`config.mk`:
```
export PLATFORM = sky130hd
export DESIGN_NAME = mdu_divider_flat
export DESIGN_NICKNAME = d
export VERILOG_FILES = /design/src/rtl/mdu_divider_if.sv /design/src/rtl/mdu_divider.sv /design/src/flat_wrapper.sv
export SDC_FILE = /design/constraint.sdc
export NUM_CORES = 1
export LEC_CHECK = 0
export CAP_MARGIN = 20
export CORE_UTILIZATION = 64
export DETAILED_ROUTE_END_ITERATION = 6
export GPL_TIMING_DRIVEN = 0
export PLACE_DENSITY = 0.87
export SYNTH_ARGS = -nofsm -noshare
export SYNTH_HDL_FRONTEND = slang
export SYNTH_SLANG_ARGS = --single-unit
```
`constraint.sdc`:
```
create_clock -name clk -period 10.19 [get_ports clk]
set_input_delay 2.038 -clock clk [delete_from_list [all_inputs] [get_ports clk]]
set_output_delay 2.038 -clock clk [all_outputs]
set_load 0.1 [all_outputs]
```
`src/rtl/mdu_divider_if.sv`:
```
`default_nettype none
// ============================================================================
// Module      : mdu_divider_if
// Description : Handshake and data bundle between the execute stage and the
//               iterative RV32M divider.
//               master : pipeline side (drives start/op/src_a/src_b/abort)
//               slave  : divider side  (drives div_stall/done/result)
// Revision    : 1.0 - initial release
// ============================================================================
interface mdu_divider_if #(
    parameter int XLEN = 32
);
    logic            start;
    logic [1:0]      op;
    logic [XLEN-1:0] src_a;
    logic [XLEN-1:0] src_b;
    logic            abort;
    logic            div_stall;
    logic            done;
    logic [XLEN-1:0] result;

    modport master (
        output start, op, src_a, src_b, abort,
        input  div_stall, done, result
    );

    modport slave (
        input  start, op, src_a, src_b, abort,
        output div_stall, done, result
    );
endinterface
`default_nettype wire

```
`src/rtl/mdu_divider.sv`:
```
`default_nettype none
// ============================================================================
// Module      : mdu_divider
// Description : Iterative radix-2 restoring divider for RV32M DIV/DIVU/REM/
//               REMU. One operand-accept cycle, XLEN iteration cycles and one
//               DONE cycle in which the registered result is valid.
//               Divide-by-zero and signed overflow finish straight from the
//               accept cycle.
// Ports       : clk, rst        - clock, synchronous active-high reset
//               bus (slave)     - start/op/src_a/src_b/abort in,
//                                 div_stall/done/result out
// Options     : DIV_EARLY_OUT_EN - when defined, |dividend| < |divisor|
//               completes from the accept cycle (quotient 0, remainder
//               src_a).
// Revision    : 1.0 - initial release
// ============================================================================
module mdu_divider #(
    parameter int XLEN = 32
) (
    input  wire logic         clk,
    input  wire logic         rst,
    mdu_divider_if.slave      bus
);

    localparam int CW = $clog2(XLEN + 1);
    localparam logic [CW-1:0]   c_ITER    = CW'(XLEN);
    localparam logic [XLEN-1:0] c_INT_MIN = {1'b1, {(XLEN-1){1'b0}}};

    typedef enum logic [1:0] {
        S_IDLE = 2'd0,
        S_BUSY = 2'd1,
        S_DONE = 2'd2
    } state_t;

    state_t          r_state;
    logic [CW-1:0]   r_count;
    logic [XLEN-1:0] r_rem;
    logic [XLEN-1:0] r_quo;
    logic [XLEN-1:0] r_dvs;
    logic            r_sel_rem;
    logic            r_neg_q;
    logic            r_neg_r;
    logic            r_done;
    logic [XLEN-1:0] r_result;

    // ------------------------------------------------------------------
    // Accept-cycle decode
    // ------------------------------------------------------------------
    logic            w_signed;
    logic            w_a_neg;
    logic            w_b_neg;
    logic [XLEN-1:0] w_a_mag;
    logic [XLEN-1:0] w_b_mag;
    logic            w_div_zero;
    logic            w_ovf;
    logic            w_early_out;
    logic            w_accept;
    logic [XLEN-1:0] w_spec_q;
    logic [XLEN-1:0] w_spec_r;

    assign w_signed   = ~bus.op[0];
    assign w_a_neg    = w_signed & bus.src_a[XLEN-1];
    assign w_b_neg    = w_signed & bus.src_b[XLEN-1];
    // Negating INT_MIN wraps to itself, which is the correct unsigned magnitude.
    assign w_a_mag    = w_a_neg ? (~bus.src_a + 1'b1) : bus.src_a;
    assign w_b_mag    = w_b_neg ? (~bus.src_b + 1'b1) : bus.src_b;
    assign w_div_zero = (bus.src_b == '0);
    assign w_ovf      = w_signed & (bus.src_a == c_INT_MIN) & (bus.src_b == '1);
    assign w_accept   = (r_state == S_IDLE) & bus.start & ~bus.abort;
    assign w_spec_q   = w_div_zero ? '1 : c_INT_MIN;
    assign w_spec_r   = w_div_zero ? bus.src_a : '0;

`ifdef DIV_EARLY_OUT_EN
    assign w_early_out = (w_a_mag < w_b_mag);
`else
    assign w_early_out = 1'b0;
`endif

    // ------------------------------------------------------------------
    // One restoring-division step. The shifted partial remainder is one
    // bit wider than XLEN because it can reach 2*|divisor|-1.
    // ------------------------------------------------------------------
    logic [XLEN:0]   w_shift;
    logic [XLEN:0]   w_diff;
    logic            w_fits;
    logic [XLEN-1:0] w_rem_nxt;
    logic [XLEN-1:0] w_quo_nxt;
    logic [XLEN-1:0] w_q_fin;
    logic [XLEN-1:0] w_r_fin;
    logic [XLEN-1:0] w_res_fin;

    assign w_shift   = {r_rem, r_quo[XLEN-1]};
    assign w_fits    = (w_shift >= {1'b0, r_dvs});
    assign w_diff    = w_shift - {1'b0, r_dvs};
    // Either candidate is below |divisor| here, so the top bit is always zero.
    assign w_rem_nxt = XLEN'(w_fits ? w_diff : w_shift);
    assign w_quo_nxt = {r_quo[XLEN-2:0], w_fits};
    assign w_q_fin   = r_neg_q ? (~w_quo_nxt + 1'b1) : w_quo_nxt;
    assign w_r_fin   = r_neg_r ? (~w_rem_nxt + 1'b1) : w_rem_nxt;
    assign w_res_fin = r_sel_rem ? w_r_fin : w_q_fin;

    // The stall is combinational so the hazard unit freezes the front end
    // in the very cycle the instruction is accepted.
    assign bus.div_stall = w_accept | ((r_state == S_BUSY) & ~bus.abort);
    assign bus.done      = r_done;
    assign bus.result    = r_result;

    always_ff @(posedge clk) begin
        if (rst) begin
            r_state   <= S_IDLE;
            r_count   <= '0;
            r_rem     <= '0;
            r_quo     <= '0;
            r_dvs     <= '0;
            r_sel_rem <= 1'b0;
            r_neg_q   <= 1'b0;
            r_neg_r   <= 1'b0;
            r_done    <= 1'b0;
            r_result  <= '0;
        end else if (bus.abort) begin
            r_state  <= S_IDLE;
            r_count  <= '0;
            r_done   <= 1'b0;
            r_result <= '0;
        end else begin
            case (r_state)
                S_IDLE: begin
                    if (bus.start) begin
                        r_sel_rem <= bus.op[1];
                        r_neg_q   <= w_a_neg ^ w_b_neg;
                        r_neg_r   <= w_a_neg;
                        r_dvs     <= w_b_mag;
                        r_quo     <= w_a_mag;
                        r_rem     <= '0;
                        if (w_div_zero || w_ovf) begin
                            r_state  <= S_DONE;
                            r_done   <= 1'b1;
                            r_result <= bus.op[1] ? w_spec_r : w_spec_q;
                        end else if (w_early_out) begin
                            r_state  <= S_DONE;
                            r_done   <= 1'b1;
                            r_result <= bus.op[1] ? bus.src_a : '0;
                        end else begin
                            r_count <= c_ITER;
                            r_state <= S_BUSY;
                        end
                    end
                end
                S_BUSY: begin
                    r_rem   <= w_rem_nxt;
                    r_quo   <= w_quo_nxt;
                    r_count <= r_count - 1'b1;
                    if (r_count == CW'(1)) begin
                        r_state  <= S_DONE;
                        r_done   <= 1'b1;
                        r_result <= w_res_fin;
                    end
                end
                S_DONE: begin
                    // start is still the same instruction here; never restart.
                    r_state  <= S_IDLE;
                    r_done   <= 1'b0;
                    r_result <= '0;
                end
                default: begin
                    r_state  <= S_IDLE;
                    r_done   <= 1'b0;
                    r_result <= '0;
                end
            endcase
        end
    end

endmodule
`default_nettype wire

```
`src/flat_wrapper.sv`:
```
// flat-port wrapper written by rule: the top's interface ports become plain ports
module mdu_divider_flat 
#(
    parameter int XLEN = 32
)
  (clk, rst, bus_start, bus_op, bus_src_a, bus_src_b, bus_abort, bus_div_stall, bus_done, bus_result);
  mdu_divider_if #(.XLEN(XLEN)) bus_i ();
  input  wire logic clk;
  input  wire logic rst;
  input wire logic [$bits(bus_i.start)-1:0] bus_start;
  input wire logic [$bits(bus_i.op)-1:0] bus_op;
  input wire logic [$bits(bus_i.src_a)-1:0] bus_src_a;
  input wire logic [$bits(bus_i.src_b)-1:0] bus_src_b;
  input wire logic [$bits(bus_i.abort)-1:0] bus_abort;
  output wire logic [$bits(bus_i.div_stall)-1:0] bus_div_stall;
  output wire logic [$bits(bus_i.done)-1:0] bus_done;
  output wire logic [$bits(bus_i.result)-1:0] bus_result;
  assign bus_i.start = bus_start;
  assign bus_i.op = bus_op;
  assign bus_i.src_a = bus_src_a;
  assign bus_i.src_b = bus_src_b;
  assign bus_i.abort = bus_abort;
  assign bus_div_stall = bus_i.div_stall;
  assign bus_done = bus_i.done;
  assign bus_result = bus_i.result;
  mdu_divider #(.XLEN(XLEN)) u_core (.clk(clk), .rst(rst), .bus(bus_i));
endmodule
```
**Yosys cells after proc, flatten, opt, wreduce, memory -nomap -nowiden**

Cells that the tools add are included.

- Mux-type cells: 28
- Divide/modulo/power cells: 0
- Bitwise logic cells: 15
- Magnitude comparators: 1
- Add/subtract/negate cells: 6
- Reductions and logical operators: 10
- Equal/unequal tests: 8
- Shifts and indexed selects: 0
- $mul: 0

Operators with widths:

| operator | count |
|---|---|
| $mux 32 | 13 |
| $pmux 32 s2 | 3 |
| $add 32x1->32 const B | 4 |
| $not 32->32 | 4 |
| $eq 32x32->1 const B | 2 |
| $ge 33x32->1 | 1 |
| $logic_not 32->1 | 1 |
| $sub 32x32->32 | 1 |
| $mux 31 | 1 |
| $mux 6 | 2 |
| $pmux 6 s2 | 1 |
| $reduce_and 3->1 | 4 |
| $ne 2x2->1 const B | 4 |
| $and 1x1->1 | 7 |
| $eq 6x1->1 const B | 1 |
| $mux 2 | 3 |
| $sub 6x1->6 const B | 1 |
| $pmux 2 s2 | 1 |
| $mux 1 | 3 |
| $eq 2x1->1 const B | 1 |
| $logic_not 2->1 | 1 |
| $not 1->1 | 2 |
| $pmux 1 s2 | 1 |
| $reduce_and 2->1 | 1 |
| 5 further kinds | 5 |

- Memory bits (writable): 0
- Memories kept: 0
- Flip-flop bits (word level): 140
- ROM bits: 0
- Logic and storage cells: 78
- Bits of input ports: 70
- Output and inout bits: 34
- Latch bits: 0

**Longest topological paths before layout**

Gate-level depths: netlist (run 1).

- Depth after elaboration: 8
- Mapped depth: 23
- Mapped depth without buffers: 19

**Worst setup path after synthesis (run 1)**

No wires, ideal clock.

- Kind: register to register
- Start point: register u_core.r_rem[9]
- End point: register u_core.r_result[26], in the netlist u_core.bus.result[26]
- Period minus slack after synthesis: 5402 ps
- Library setup time: 142 ps
- Cell stages (with the launch flop): 23
- Path buffers: 4
- Data arrival time: 5260 ps
- Path slack: 4788 ps
- Data required time: 10048 ps
- Cell sequence: dfxtp_1 -> ha_1 -> clkbuf_1 -> and4_1 -> nand2_1 -> a21oi_1 -> o31ai_1 -> nand2_2 -> buf_6 -> clkbuf_1 -> clkbuf_1 -> nand2_1 -> o21ai_0 -> ha_1 -> nand4b_1 -> or3_1 -> or3_1 -> or4_1 -> o41a_2 -> or4_1 -> a21o_1 -> nand3_1 -> a41oi_1

- Cells in the longest elaborated chain, start to end: 8
- Elaborated cells on any way between the ends: 12
- Classes of those cells: 3 x add/sub; 1 x order compare; 6 x mux; 2 x bitwise

RTL lines:

| what | line | source |
|---|---|---|
| start, declared | mdu_divider.sv:37 | `logic [XLEN-1:0] r_rem;` |
| start signal, assigned | mdu_divider.sv:150 | `r_rem <= w_rem_nxt;` |
| $sub 32x32->32 or $ge 33x32->1 (tied branches) | mdu_divider.sv:94, mdu_divider.sv:93 |  |
| $mux 32 | mdu_divider.sv:96 | `assign w_rem_nxt = XLEN'(w_fits ? w_diff : w_shift);` |
| $not 32->32 | mdu_divider.sv:99 | `assign w_r_fin = r_neg_r ? (~w_rem_nxt + 1'b1) : w_rem_nxt;` |
| $add 32x1->32 | mdu_divider.sv:99 |  |
| $mux 32 | mdu_divider.sv:99 |  |
| $mux 32 * | mdu_divider.sv:100 | `assign w_res_fin = r_sel_rem ? w_r_fin : w_q_fin;` |
| $mux 32 * | mdu_divider.sv:153 | `if (r_count == CW'(1)) begin` |
| $pmux 32 s2 * | mdu_divider.sv:126 | `case (r_state)` |
| end signal, assigned | mdu_divider.sv:138 | `r_result <= bus.op[1] ? w_spec_r : w_spec_q;` |
| end signal, assigned | mdu_divider.sv:142 | `r_result <= bus.op[1] ? bus.src_a : '0;` |
| end signal, assigned | mdu_divider.sv:156 | `r_result <= w_res_fin;` |
| end, declared | mdu_divider.sv:44 | `logic [XLEN-1:0] r_result;` |

Every way passes the cells marked *; elsewhere a longest branch is shown, timed or not. The select of a mux whose other input is x is not followed.
A chain may end at the register's enable or synchronous reset.

**Worst setup path in the final report (run 1)**

- Start point: input port bus_start
- End point: output port bus_div_stall

- Cells in the longest elaborated chain, start to end: 3

RTL lines:

| what | line | source |
|---|---|---|
| start, declared | flat_wrapper.sv:10 | `input wire logic [$bits(bus_i.start)-1:0] bus_start;` |
| $and 1x1->1 (2 in series) | mdu_divider.sv:69 | `assign w_accept = (r_state == S_IDLE) & bus.start & ~bus.abort;` |
| $or 1x1->1 | mdu_divider.sv:104 | `assign bus.div_stall = w_accept \| ((r_state == S_BUSY) & ~bus.abort);` |
| end, declared | flat_wrapper.sv:15 | `output wire logic [$bits(bus_i.div_stall)-1:0] bus_div_stall;` |

No other way between the ends.

==> summary.md, run 1 <==
| Metric | Value |
|---|---|
| CP Max Fanout | `10` |
| Io pins | `approximately 100` |
| Number of global-route vias before repair | `between 10000 and 15000` |
| Synth-to-Final Area Change | `16.3%` |
| Largest family of logic cells by synthesized area | `compound AO/OA/AOI/OAI gates` |
| Synth Area in XOR/XNOR | `0.0972` |
| Crit Path Class | `input pin to primary output` |
| Initial DRT Pass Iterations | `7` |
| FF+latch area | `2800 um^2` |
| Layout cells sized above 1 | `0.0479` |
| CTS tree | `done` |
| Combinational power share | `0.312` |
| Min Hold Slack | `around 0.48 ns` |
| Port-buffer cells | `103` |
| Buf/Inv on CP | `3` |
| Width of the die | `137 um` |
| Cell taking the most area after synthesis | `dfxtp_1` |
| Yosys reg bits | `140` |
| Final period util | `0.729` |
| Pint | `roughly 1.1 mW` |
| Global-route wire length before repair | `66900 um` |
| Root buffer cell | `clkbuf_16` |
| Clock transition at path regs | `0.06 ns` |
| Via count | `about 14000` |
| Max Clk Rate | `135 MHz` |
| DRC errors left | `9` |
| Routed Antenna Nets | `0` |
| Setup TNS | `0 ns` |
| Core Rows | `48` |
| Run status | `complete, but fails checks` |
| Yosys warning count | `0` |
| Final hold vios | `0` |
| Library cells used by synthesis | `just under 90` |
| Worst Max-Slew Pin Slew | `1.28 ns` |
| Adder-cell share of the synthesized area | `0.0437` |
| Fin util | `0.771` |
| Clock buffer count from CTS | `17` |
| Area of the multi-input gates | `8080 um^2` |
| GRT Overall Usage | `0.472` |
| Seq/Total Area, Yosys | `0.241` |
| Hold Crit Class | `flip-flop to flip-flop` |
| Setup Buffers After CTS | `0` |
| Filler cells | `1354` |
| Die Area | `18700 um^2` |
| Crit-path slowest cell | `clkdlybuf4s50_1` |
| Sw Ratio | `0.372` |
| # setup viols final | `0` |
| Most used DFF post-synth | `dfxtp_1` |
| Wire length per cell | `22.5 um` |
| Worst skew pair latency | `0.44 ns` |
| Largest cells by area after synthesis | `dfxtp_1 24%, nor2_1 7.2%, xnor2_1 6.4%` |
| Initial Util | `0.663` |
| Fin crit period | `around 7.4 ns` |
| Sequential Power Share | `0.336` |
| Die height | `137 um` |
| Crit start category | `input pin` |
| Ys async rst share | `0` |
| DRT iter0 DRCs | `2066` |
| H-tree lvl count | `4` |
| Mapped Area | `approximately 12000 um^2` |
| Post-synthesis mux area share | `0.0195` |
| Peak supply drop | `0.121 mV` |
| Grt ovf | `0` |
| RSZ-0062 raised after global routing | `no` |
| Synth top area share | `0.241` |
| Number of clock sinks | `140` |
| Ant diodes | `0` |
| Relative slew slack | `0.142` |
| Sw Pwr | `0.659 mW` |
| Req. time, crit path | `between 8 and 9 ns` |
| Failing checks | `design-rule violations` |
| DR vias/cell | `6.96` |
| Max Slew Vio Count | `0` |
| Core ar. | `17500 um^2` |
| Capturing element type of the critical path | `primary output` |
| Synth Area in Compound Gates | `0.289` |
| Static leakage | `4.98 nW` |
| Critical Path Max Stage Delay | `1.19 ns` |
| Hold Buf Count CTS | `0` |
| PwrDens | `131 nW/um^2` |
| Syn Area/Cell | `between 7 and 8 um^2` |
| Post-synth net total | `1726` |
| Cell count after synthesis | `~1600` |
| Initial antenna violation count | `0` |
| # resized after CTS | `0` |
| Clock skew | `0.0135 ns` |
| Routability cong. | `just over 1` |
| Drt total wl | `44500 um` |
| Nets | `1850` |
| Overall power | `1.77 mW` |
| Synth Area in Simple Gates | `0.245` |
| Delay-heaviest family, CP | `buffers and inverters` |
| Post-synth EDFFs | `0` |
| HPWL Detailed | `around 34000 um` |
| Part of the power in the clock network | `0.352` |
| MaxCap Viol Count | `0` |
| CTS Buffer Depth | `2` |
| Worst path arrival time | `5.40 ns` |
| Pin count of the biggest net entering global routing | `17` |
| CP cell instances | `clkdlybuf4s50_1 -> nand2_1 -> nor2_1 -> nor2_1 -> inv_1 -> clkdlybuf4s50_1` |
cell usage after synthesis, types with 4 or more instances:
cell type  instances
o31ai_1           25
a211oi_1          72
xor2_1            44
o41ai_1           12
a21oi_1          148
o221ai_1           4
ha_1              39
nand4b_1           4
a21boi_0           6
o21a_1             7
o21bai_1           4
inv_1             58
a41oi_1            5
a31oi_1           39
o21ai_0          111
nand2_1          145
or4_1             15
nor3_1            35
a311o_1            5
nor2_1           224
xnor2_1           85
and4_1             6
dfxtp_1          140
a32oi_1            4
o2111ai_1          5
clkbuf_1          89
clkbuf_8           9
nor4_1            14
nand4_1           30
and3_1            11
and2_1             5
mux2i_1           17
nor2b_1           13
or3_1             20
a311oi_1           5
o211ai_1          21
nand3_1           31
nand2b_1          16
or2_2              6
mux2_2             5
buf_1              4
a21o_1            10
area by class of cell:
type / count / share of cell area
inverters: 60 / 0.0177
clock buffers: 19 / 0.0327
repair buffers: 105 / 0.0772
well taps: 225 / 0.0208
multi-input cells: 1310 / 0.597
clock inverters: 13 / 0.00962
flip-flops and latches: 140 / 0.207
plain buffers: 106 / 0.0377
stage by stage:
| step | worst slack, ns | instances | instance area [um^2] |
|---|---|---|---|
| floorplan | 4.79 | 1616 | 11600 |
| global placement | 2.92 | 1944 | 12900 |
| detailed placement | 2.88 | 1944 | 12900 |
| CTS | 2.86 | 1976 | 13500 |
| global route | 2.69 | 1978 | 13500 |
| finish | 2.76 | 1978 | 13500 |
worst reg2reg max path: stages (launching register included):
cell      delay (ns)
dfxtp_1         0.48
ha_1            0.30
buf_6           0.14
a21o_1          0.18
a21oi_1         0.32
a21oi_1         0.28
o31ai_1         1.11
nand2_2         0.39
buf_6           0.29
clkbuf_1        0.36
o21ai_0         0.57
ha_1            0.37
nand4b_1        0.20
or3_1           0.38
or3_1           0.34
or4_1           0.43
o41a_2          0.20
or4_1           0.46
a21o_1          0.20
nand3_1         0.16
a41oi_1         0.13
sequential cells by signal, summed over array words and instances (netlist names):
register,flops
u_core.r_rem,32
u_core.r_quo,32
u_core.bus.done,1
u_core.r_state,2
u_core.r_count,6
u_core.r_neg_r,1
u_core.bus.result,32
u_core.r_sel_rem,1
u_core.r_neg_q,1
u_core.r_dvs,32
per-layer routing:
metal / routed length [um] / GRT usage / vias up
li1: - / - / 6170
met1: 17200 / 0.620 / 6348
met2: 19000 / 0.710 / 1065
met3: 6600 / 0.164 / 188
met4: 1770 / 0.177 / 0
met5: 0 / 0 / -
path summary, 6_finish.rpt:
kind	startpoint	to	slack [ns]	depth (start not counted)
worst min-delay path	u_core.r_dvs[31]$_SDFFE_PP0P_	u_core.r_dvs[31]$_SDFFE_PP0P_	0.48	2
worst max-delay path	bus_start	bus_div_stall	2.76	6
worst max register to register	u_core.r_rem[2]$_SDFFE_PP0P_	u_core.bus.result[26]$_SDFFE_PP0P_	2.77	20
worst min register to register	u_core.r_dvs[31]$_SDFFE_PP0P_	u_core.r_dvs[31]$_SDFFE_PP0P_	0.48	2
logic make-up after synthesis:
family	Yosys count
flops	140
compound gates	521
mux	22
xor+xnor	129
fa+ha+maj	40
simple gates	598
buf+inv	166
power by group through the flow:
stage / combinational, mW / sequential, mW / clock, mW
2_1_floorplan: 0.342 / 0.614 / 0
3_3_place_gp: 0.513 / 0.603 / 0
3_5_place_dp: 0.522 / 0.605 / 0
4_1_cts: 0.526 / 0.593 / 0.615
5_1_grt: 0.582 / 0.596 / 0.638
6_report: 0.552 / 0.594 / 0.624
cell usage in the layout (no fill, tap or decap), types with 6 or more instances in the layout:
master	netlist	layout
inv_1	58	58
a21o_1	10	10
xnor2_1	85	85
a21boi_0	6	6
nor3_1	35	35
and4_1	6	6
or2_2	6	6
nand2b_1	16	16
clkdlybuf4s50_1	0	103
xor2_1	44	44
nor2_1	224	224
o21ai_0	111	111
o21a_1	7	7
nand2_1	145	145
nand4_1	30	30
and3_1	11	11
nor4_1	14	14
a211oi_1	72	72
or4_1	15	15
dfxtp_1	140	140
o41ai_1	12	12
clkbuf_1	89	90
mux2i_1	17	17
clkbuf_16	0	17
nand3_1	31	31
clkbuf_8	9	10
nor2b_1	13	13
a31oi_1	39	39
o211ai_1	21	21
or3_1	20	20
a21oi_1	148	148
o31ai_1	25	25
ha_1	39	39
No activity file was read; power rests on OpenSTA's default activity.
==> run 2, diff against run 1 <==
Settings changed: CORE_UTILIZATION 64 to 60, PLACE_DENSITY 0.87 to 0.83.
Clock period 10.19 ns to 7.2 ns, I/O delays scaled along.
==> run 2 against run 1 <==
Net effect:
- the flow now finishes without violations
- critical path depth up 14
- sequential cell count unchanged
- largest power group unchanged
- non-clock buffer count down 1
- utilization down 5.1 points
- highest routed layer is now met5
- count of clock-buffer cells in the layout unchanged
- die area up 6.6%
==> summary.md, run 2 (synthesis gave the netlist of run 1 again) <==
| Metric | Value |
|---|---|
| Die Area | `19900 um^2 (+6.6%)` |
| Overall power | `2.48 mW (+40%)` |
| Relative slew slack | `0.286 (+0.145)` |
| Worst skew pair latency | `0.44 ns (about the same)` |
| Max Slew Vio Count | `0 (unchanged)` |
| GRT Overall Usage | `0.438 (-0.0340)` |
| Post-DP Area | `13000 um^2 (+0.34%)` |
| Initial DRT Pass Iterations | `6 (-1)` |
| Setup TNS | `0 ns (unchanged)` |
| Crit start category | `flip-flop` |
| Core Rows | `50 (+4.2%)` |
| Worst path arrival time | `7.17 ns (+1.77 ns)` |
| PwrDens | `182 nW/um^2 (+39%)` |
| CTS Buffer Depth | `2 (unchanged)` |
| Capturing element type of the critical path | `flip-flop` |
| Grt met2 use | `0.664 (-0.0462)` |
| DRC errors left | `0 (-9)` |
| Clock buffer count from CTS | `17 (unchanged)` |
| CP Max Fanout | `10 (unchanged)` |
| Clock skew | `0.0131 ns (-0.000439 ns)` |
| # setup viols final | `0 (unchanged)` |
| DRT iter0 DRCs | `1575 (-24%)` |
| MaxCap Viol Count | `0 (unchanged)` |
| Number of global-route vias before repair | `12100 (-1.1%)` |
| GR peak layer | `met2` |
| Finished Layout Cells | `2012 (+1.7%)` |
| HPWL Detailed | `34200 um (-0.49%)` |
| Worst Max-Slew Pin Slew | `1.06 ns (-0.215 ns)` |
| Nets | `1849 (-0.054%)` |
| Routability cong. | `1.05 (+2.4%)` |
| Run status | `completed` |
| DR vias/cell | `6.67 (-4.2%)` |
| RSZ-0062 raised after global routing | `no` |
| Fin util | `0.721 (-0.0506)` |
| Commonest non-fill, non-tap cell in the layout | `nor2_1` |
| Critical Path Max Stage Delay | `0.68 ns (-0.51 ns)` |
| Initial antenna violation count | `2 (+2)` |
| Max Clk Rate | `approximately 150 MHz` |
| Final hold vios | `0 (unchanged)` |
| CTS tree | `done` |
| Initial Util | `0.617 (-0.0456)` |
| Final worst setup slack | `0.325 ns (-2.43 ns)` |
| Fin crit period | `6.87 ns` |
| Grt ovf | `0 (unchanged)` |
| Drt total wl | `43700 um (-1.9%)` |
| Pin count of the biggest net entering global routing | `17 (unchanged)` |
| Reg-to-reg startpoint | `u_core.r_rem[2]$_SDFFE_PP0P_` |
| Ant diodes | `0 (unchanged)` |
| Crit path launch | `u_core.r_rem[2]$_SDFFE_PP0P_` |
| Global-route wire length before repair | `66600 um (-0.41%)` |
| Port-buffer cells | `103 (unchanged)` |
| Min Hold Slack | `0.460 ns (-0.0173 ns)` |
| CP cell instances | `ha_1 -> buf_6 -> a21o_1 -> a21oi_1 -> a21oi_1 -> o31ai_2 -> nand2_2 -> buf_6 -> clkbuf_1 -> o21ai_0 -> ha_1 -> nand4b_1 -> or3_1 -> or3_1 -> or4_1 -> o41a_2 -> or4_1 -> a21o_1 -> nand3_1 -> a41oi_1` |
| Layout cells sized above 1 | `0.0497 (+0.00174)` |
| Crit-path slowest cell | `o31ai_2` |
| Worst slack at placement | `0.292 ns (-2.59 ns)` |
| Synth-to-Final Area Change | `16.7%` |
| Hold Crit Class | `flip-flop to flip-flop` |
| Filler cells | `1621 (+20%)` |
| Met3 Track Usage GR | `0.114 (-0.0499)` |
| Width of the die | `141 um (+3.2%)` |
| Clock transition at path regs | `0.06 ns (about the same)` |
| Final period util | `0.955` |
| Post-route cell area | `13600 um^2 (+0.33%)` |
| Wire length per cell | `21.7 um (-3.5%)` |
| Routing usage on met1 | `0.597 (-0.0228)` |
| Crit Path Class | `flip-flop to flip-flop` |
| Number of clock sinks | `140 (unchanged)` |
| Die height | `141 um (+3.2%)` |
| Io pins | `104 (unchanged)` |
| H-tree lvl count | `4 (unchanged)` |
| Static leakage | `4.98 nW (about the same)` |
| Root buffer cell | `clkbuf_16` |
| Peak supply drop | `0.213 mV (+76%)` |
| Routed Antenna Nets | `0 (unchanged)` |
| Dpl cells | `1979 (+1.8%)` |
| Core ar. | `18800 um^2 (+7.4%)` |
| Most frequent cells in the layout | `224 x nor2_1, 148 x a21oi_1, 145 x nand2_1` |
| HP Start | `u_core.bus.result[0]$_SDFFE_PP0P_` |
| Via count | `13400 (-2.5%)` |
| Req. time, crit path | `7.49 ns (-0.66 ns)` |
## run 2: worst max-delay path, delay by kind of cell (launching register included)
family	cells	cell delay, ns
AO/OA/AOI/OAI	8	2.58
AND/OR/NAND/NOR	7	2.24
buffers and inverters	3	0.78
adder cells (fa/ha/maj)	2	0.66
flip-flops	1	0.47
## run 2: area by class of cell
class                   instances  area [um^2]  area share
inverters                      60          239      0.0176
clock buffers                  19          453      0.0334
flip-flops and latches        140         2800       0.207
clock inverters                13          115     0.00848
plain buffers                 106          512      0.0377
repair buffers                104         1040      0.0765
multi-input cells            1310         8090       0.596
well taps                     260          325      0.0240
## run 2: power by group
group	switching, mW	internal [mW]	total (mW)
clock network	0.368	0.493	0.861
registers	0.0348	0.808	0.843
logic	0.501	0.272	0.773
total	0.903	1.57	2.48
## run 2: worst paths after layout
check	end	slack (ns)	cells after the start
max	u_core.bus.result[26]$_SDFFE_PP0P_	0.33	20
min	u_core.bus.result[0]$_SDFFE_PP0P_	0.46	2
max reg2reg	u_core.bus.result[26]$_SDFFE_PP0P_	0.33	20
min reg2reg	u_core.bus.result[0]$_SDFFE_PP0P_	0.46	2
## run 2: what timing repair did
action / 4_1_cts / 5_1_grt
endpoints found under the setup margin: 0 / 4
gates resized for setup: 0 / 4
hold buffers: 0 / 0
setup buffers: 0 / 0
## run 2: per-layer routing
layer | vias up | routed length [um] | share of wire
li1 | 6144 | - | -
met1 | 6249 | 17700 | 0.41
met2 | 896 | 18700 | 0.43
met3 | 129 | 5790 | 0.13
met4 | 2 | 1490 | 0.034
met5 | - | 12 | 0.00027
==> run 3, diff against run 2 <==
Settings changed: ABC_CLOCK_PERIOD_IN_PS set to 7530, RECOVER_POWER set to 25.
Clock period 7.2 ns to 7.53 ns, I/O delays scaled along.
==> run 3 against run 2 <==
Net effect:
- register-to-register slack worse by 0.02 ns
- first-iteration DRC count is 7.0% higher
- wire length hardly changed
- cell count stayed put
- combinational power is 4.5% lower
- non-clock buffer count stayed put
- critical path type unchanged
- global-route usage stayed put
==> summary.md, run 3 (synthesis gave the netlist of run 1 again) <==
| Metric | Value |
|---|---|
| Run status | `completed` |
| Clock transition at path regs | `0.06 ns (about the same)` |
| DRC errors left | `0 (unchanged)` |
| Reg-to-reg startpoint | `u_core.r_rem[2]$_SDFFE_PP0P_` |
| Static leakage | `5.09 nW (+2.3%)` |
| MaxCap Viol Count | `0 (unchanged)` |
| Worst skew pair latency | `0.44 ns (about the same)` |
| DR vias/cell | `6.66 (-0.20%)` |
| Initial DRT Pass Iterations | `6 (unchanged)` |
| Crit Path Class | `flip-flop to flip-flop` |
| Root buffer cell | `clkbuf_16` |
| Path depth of the worst reg2reg path | `20 (unchanged)` |
| CTS Buffer Depth | `2 (unchanged)` |
| Initial antenna violation count | `2 (unchanged)` |
| Via count | `13400 (-0.20%)` |
| Initial Util | `0.617 (unchanged)` |
| Buf/Inv on CP | `3 (unchanged)` |
| Most frequent cells in the layout | `224 x nor2_1, 148 x a21oi_1, 145 x nand2_1` |
| Reg2Reg Setup Slack | `0.31 ns (-0.02 ns)` |
| Worst r2r dst | `u_core.bus.result[26]$_SDFFE_PP0P_` |
| Min Hold Slack | `0.456 ns (-0.00381 ns)` |
| CTS tree | `done` |
| H-tree lvl count | `4 (unchanged)` |
| HP Start | `u_core.bus.result[0]$_SDFFE_PP0P_` |
| FF+latch area | `2800 um^2 (unchanged)` |
| GRT Overall Usage | `0.438 (unchanged)` |
| Req. time, crit path | `7.83 ns (+0.34 ns)` |
| Filler cells | `1617 (-0.25%)` |
| Fin util | `0.720 (about the same)` |
| Core Rows | `50 (unchanged)` |
| Worst Hold End | `u_core.bus.result[0]$_SDFFE_PP0P_` |
| Global-route wire length before repair | `66600 um (unchanged)` |
| Capturing element type of the critical path | `flip-flop` |
| DRT iter0 DRCs | `1686 (+7.0%)` |
| Clock skew | `0.0120 ns (-0.00110 ns)` |
| Delay-heaviest family, CP | `compound AO/OA/AOI/OAI gates` |
| CP Max Fanout | `10 (unchanged)` |
| Io pins | `104 (unchanged)` |
| RSZ-0062 raised after global routing | `no` |
| Number of clock sinks | `140 (unchanged)` |
| Die height | `141 um (unchanged)` |
| Hold depth | `2 (unchanged)` |
| Drt total wl | `43700 um (about the same)` |
| # resized after CTS | `0 (unchanged)` |
| Hold Crit Class | `flip-flop to flip-flop` |
| Routability cong. | `1.05 (unchanged)` |
| Synth-to-Final Area Change | `16.6% (about the same)` |
| PwrDens | `175 nW/um^2 (-4.2%)` |
| Worst Max-Slew Pin Slew | `1.10 ns (+0.0346 ns)` |
| CP cell instances | `ha_1 -> buf_6 -> a21o_1 -> a21oi_1 -> a21oi_1 -> o31ai_1 -> nand2_2 -> buf_6 -> clkbuf_1 -> o21ai_0 -> ha_1 -> nand4b_1 -> or3_1 -> or3_1 -> or4_1 -> o41a_2 -> or4_1 -> a21o_1 -> nand3_1 -> a41oi_1` |
| Fin crit period | `7.22 ns (+0.346 ns)` |
| Critical Path Max Stage Delay | `0.97 ns (+0.29 ns)` |
| Wire length per cell | `21.7 um (about the same)` |
| Width of the die | `141 um (unchanged)` |
| Die Area | `19900 um^2 (unchanged)` |
| Max Clk Rate | `138 MHz (-4.8%)` |
| Layout cells sized above 1 | `0.0479 (-0.00171)` |
| Area of the multi-input gates | `8080 um^2 (-0.12%)` |
| Worst path arrival time | `7.52 ns (+0.35 ns)` |
| Port-buffer cells | `103 (unchanged)` |
| HPWL Detailed | `34200 um (unchanged)` |
| Peak supply drop | `0.202 mV (-4.9%)` |
| Number of global-route vias before repair | `12100 (unchanged)` |
| Commonest non-fill, non-tap cell in the layout | `nor2_1` |
| Nets | `1849 (unchanged)` |
| Final hold vios | `0 (unchanged)` |
| Crit-path slowest cell | `o31ai_1` |
| Setup TNS | `0 ns (unchanged)` |
| Crit start category | `flip-flop` |
| Hold Buf Count CTS | `0 (unchanged)` |
| Clock buffer count from CTS | `17 (unchanged)` |
| Final period util | `0.959 (+0.00413)` |
| # setup viols final | `0 (unchanged)` |
| Routed Antenna Nets | `0 (unchanged)` |
| Relative slew slack | `0.263 (-0.0239)` |
| Max Slew Vio Count | `0 (unchanged)` |
| Setup Buffers After CTS | `0 (unchanged)` |
| Ant diodes | `0 (unchanged)` |
| Core ar. | `18800 um^2 (unchanged)` |
| Grt ovf | `0 (unchanged)` |
| Pin count of the biggest net entering global routing | `17 (unchanged)` |
-- run 3: routing by layer --
layer | share of wire | track usage | routed length (um) | vias to the layer above
met5 | 0.00027 | 0 | 12 | -
met4 | 0.038 | 0.160 | 1650 | 2
met3 | 0.13 | 0.114 | 5630 | 143
met2 | 0.42 | 0.664 | 18500 | 912
met1 | 0.41 | 0.597 | 17900 | 6186
li1 | - | - | - | 6150
-- run 3: tightest hold or removal path, stage by stage (launching register included) --
cell and delay (ns):
dfxtp_1 0.31, nand2_1 0.05, a21oi_1 0.06
-- run 3: worst max-delay path by stage --
| stage | start | end | slack [ns] | cells after the start |
|---|---|---|---|---|
| 2_1_floorplan | u_core.r_rem[9]$_SDFFE_PP0P_ | u_core.bus.result[26]$_SDFFE_PP0P_ | 2.13 | 22 |
| 3_3_place_gp | u_core.r_rem[9]$_SDFFE_PP0P_ | u_core.bus.result[26]$_SDFFE_PP0P_ | 0.70 | 22 |
| 3_5_place_dp | u_core.r_rem[9]$_SDFFE_PP0P_ | u_core.bus.result[26]$_SDFFE_PP0P_ | 0.62 | 22 |
| 4_1_cts | u_core.r_rem[9]$_SDFFE_PP0P_ | u_core.bus.result[26]$_SDFFE_PP0P_ | 0.63 | 22 |
| 5_1_grt | u_core.r_dvs[9]$_SDFFE_PP0P_ | u_core.bus.result[30]$_SDFFE_PP0P_ | 0.05 | 23 |
| 6_report | u_core.r_rem[2]$_SDFFE_PP0P_ | u_core.bus.result[26]$_SDFFE_PP0P_ | 0.31 | 20 |
-- run 3: area by class of cell --
cell class,instances,share of cell area
Buffer,106,0.0376
Multi-Input combinational cell,1310,0.596
Tap cell,260,0.0240
Timing Repair Buffer,104,0.0766
Sequential cell,140,0.207
Clock buffer,19,0.0334
Inverter,60,0.0176
Clock inverter,13,0.00849
-- run 3: power breakdown --
group	total (mW)	leakage, nW	internal (mW)	switching, mW
registers	0.806	1.14	0.772	0.0331
clock network	0.828	0.272	0.471	0.357
logic	0.738	3.68	0.259	0.479
total	2.37	5.09	1.50	0.869
-- run 3: metrics by stage --
step | power [mW] | cells | area (um^2) | setup slack [ns]
6_report | 2.37 | 2012 | 13600 | 0.309
4_1_cts | 2.33 | 2011 | 13600 | 0.635
5_1_grt | 2.45 | 2012 | 13600 | 0.0497
3_3_place_gp | 1.52 | 1979 | 13000 | 0.702
2_1_floorplan | 1.29 | 1616 | 11600 | 2.13
3_5_place_dp | 1.53 | 1979 | 13000 | 0.622
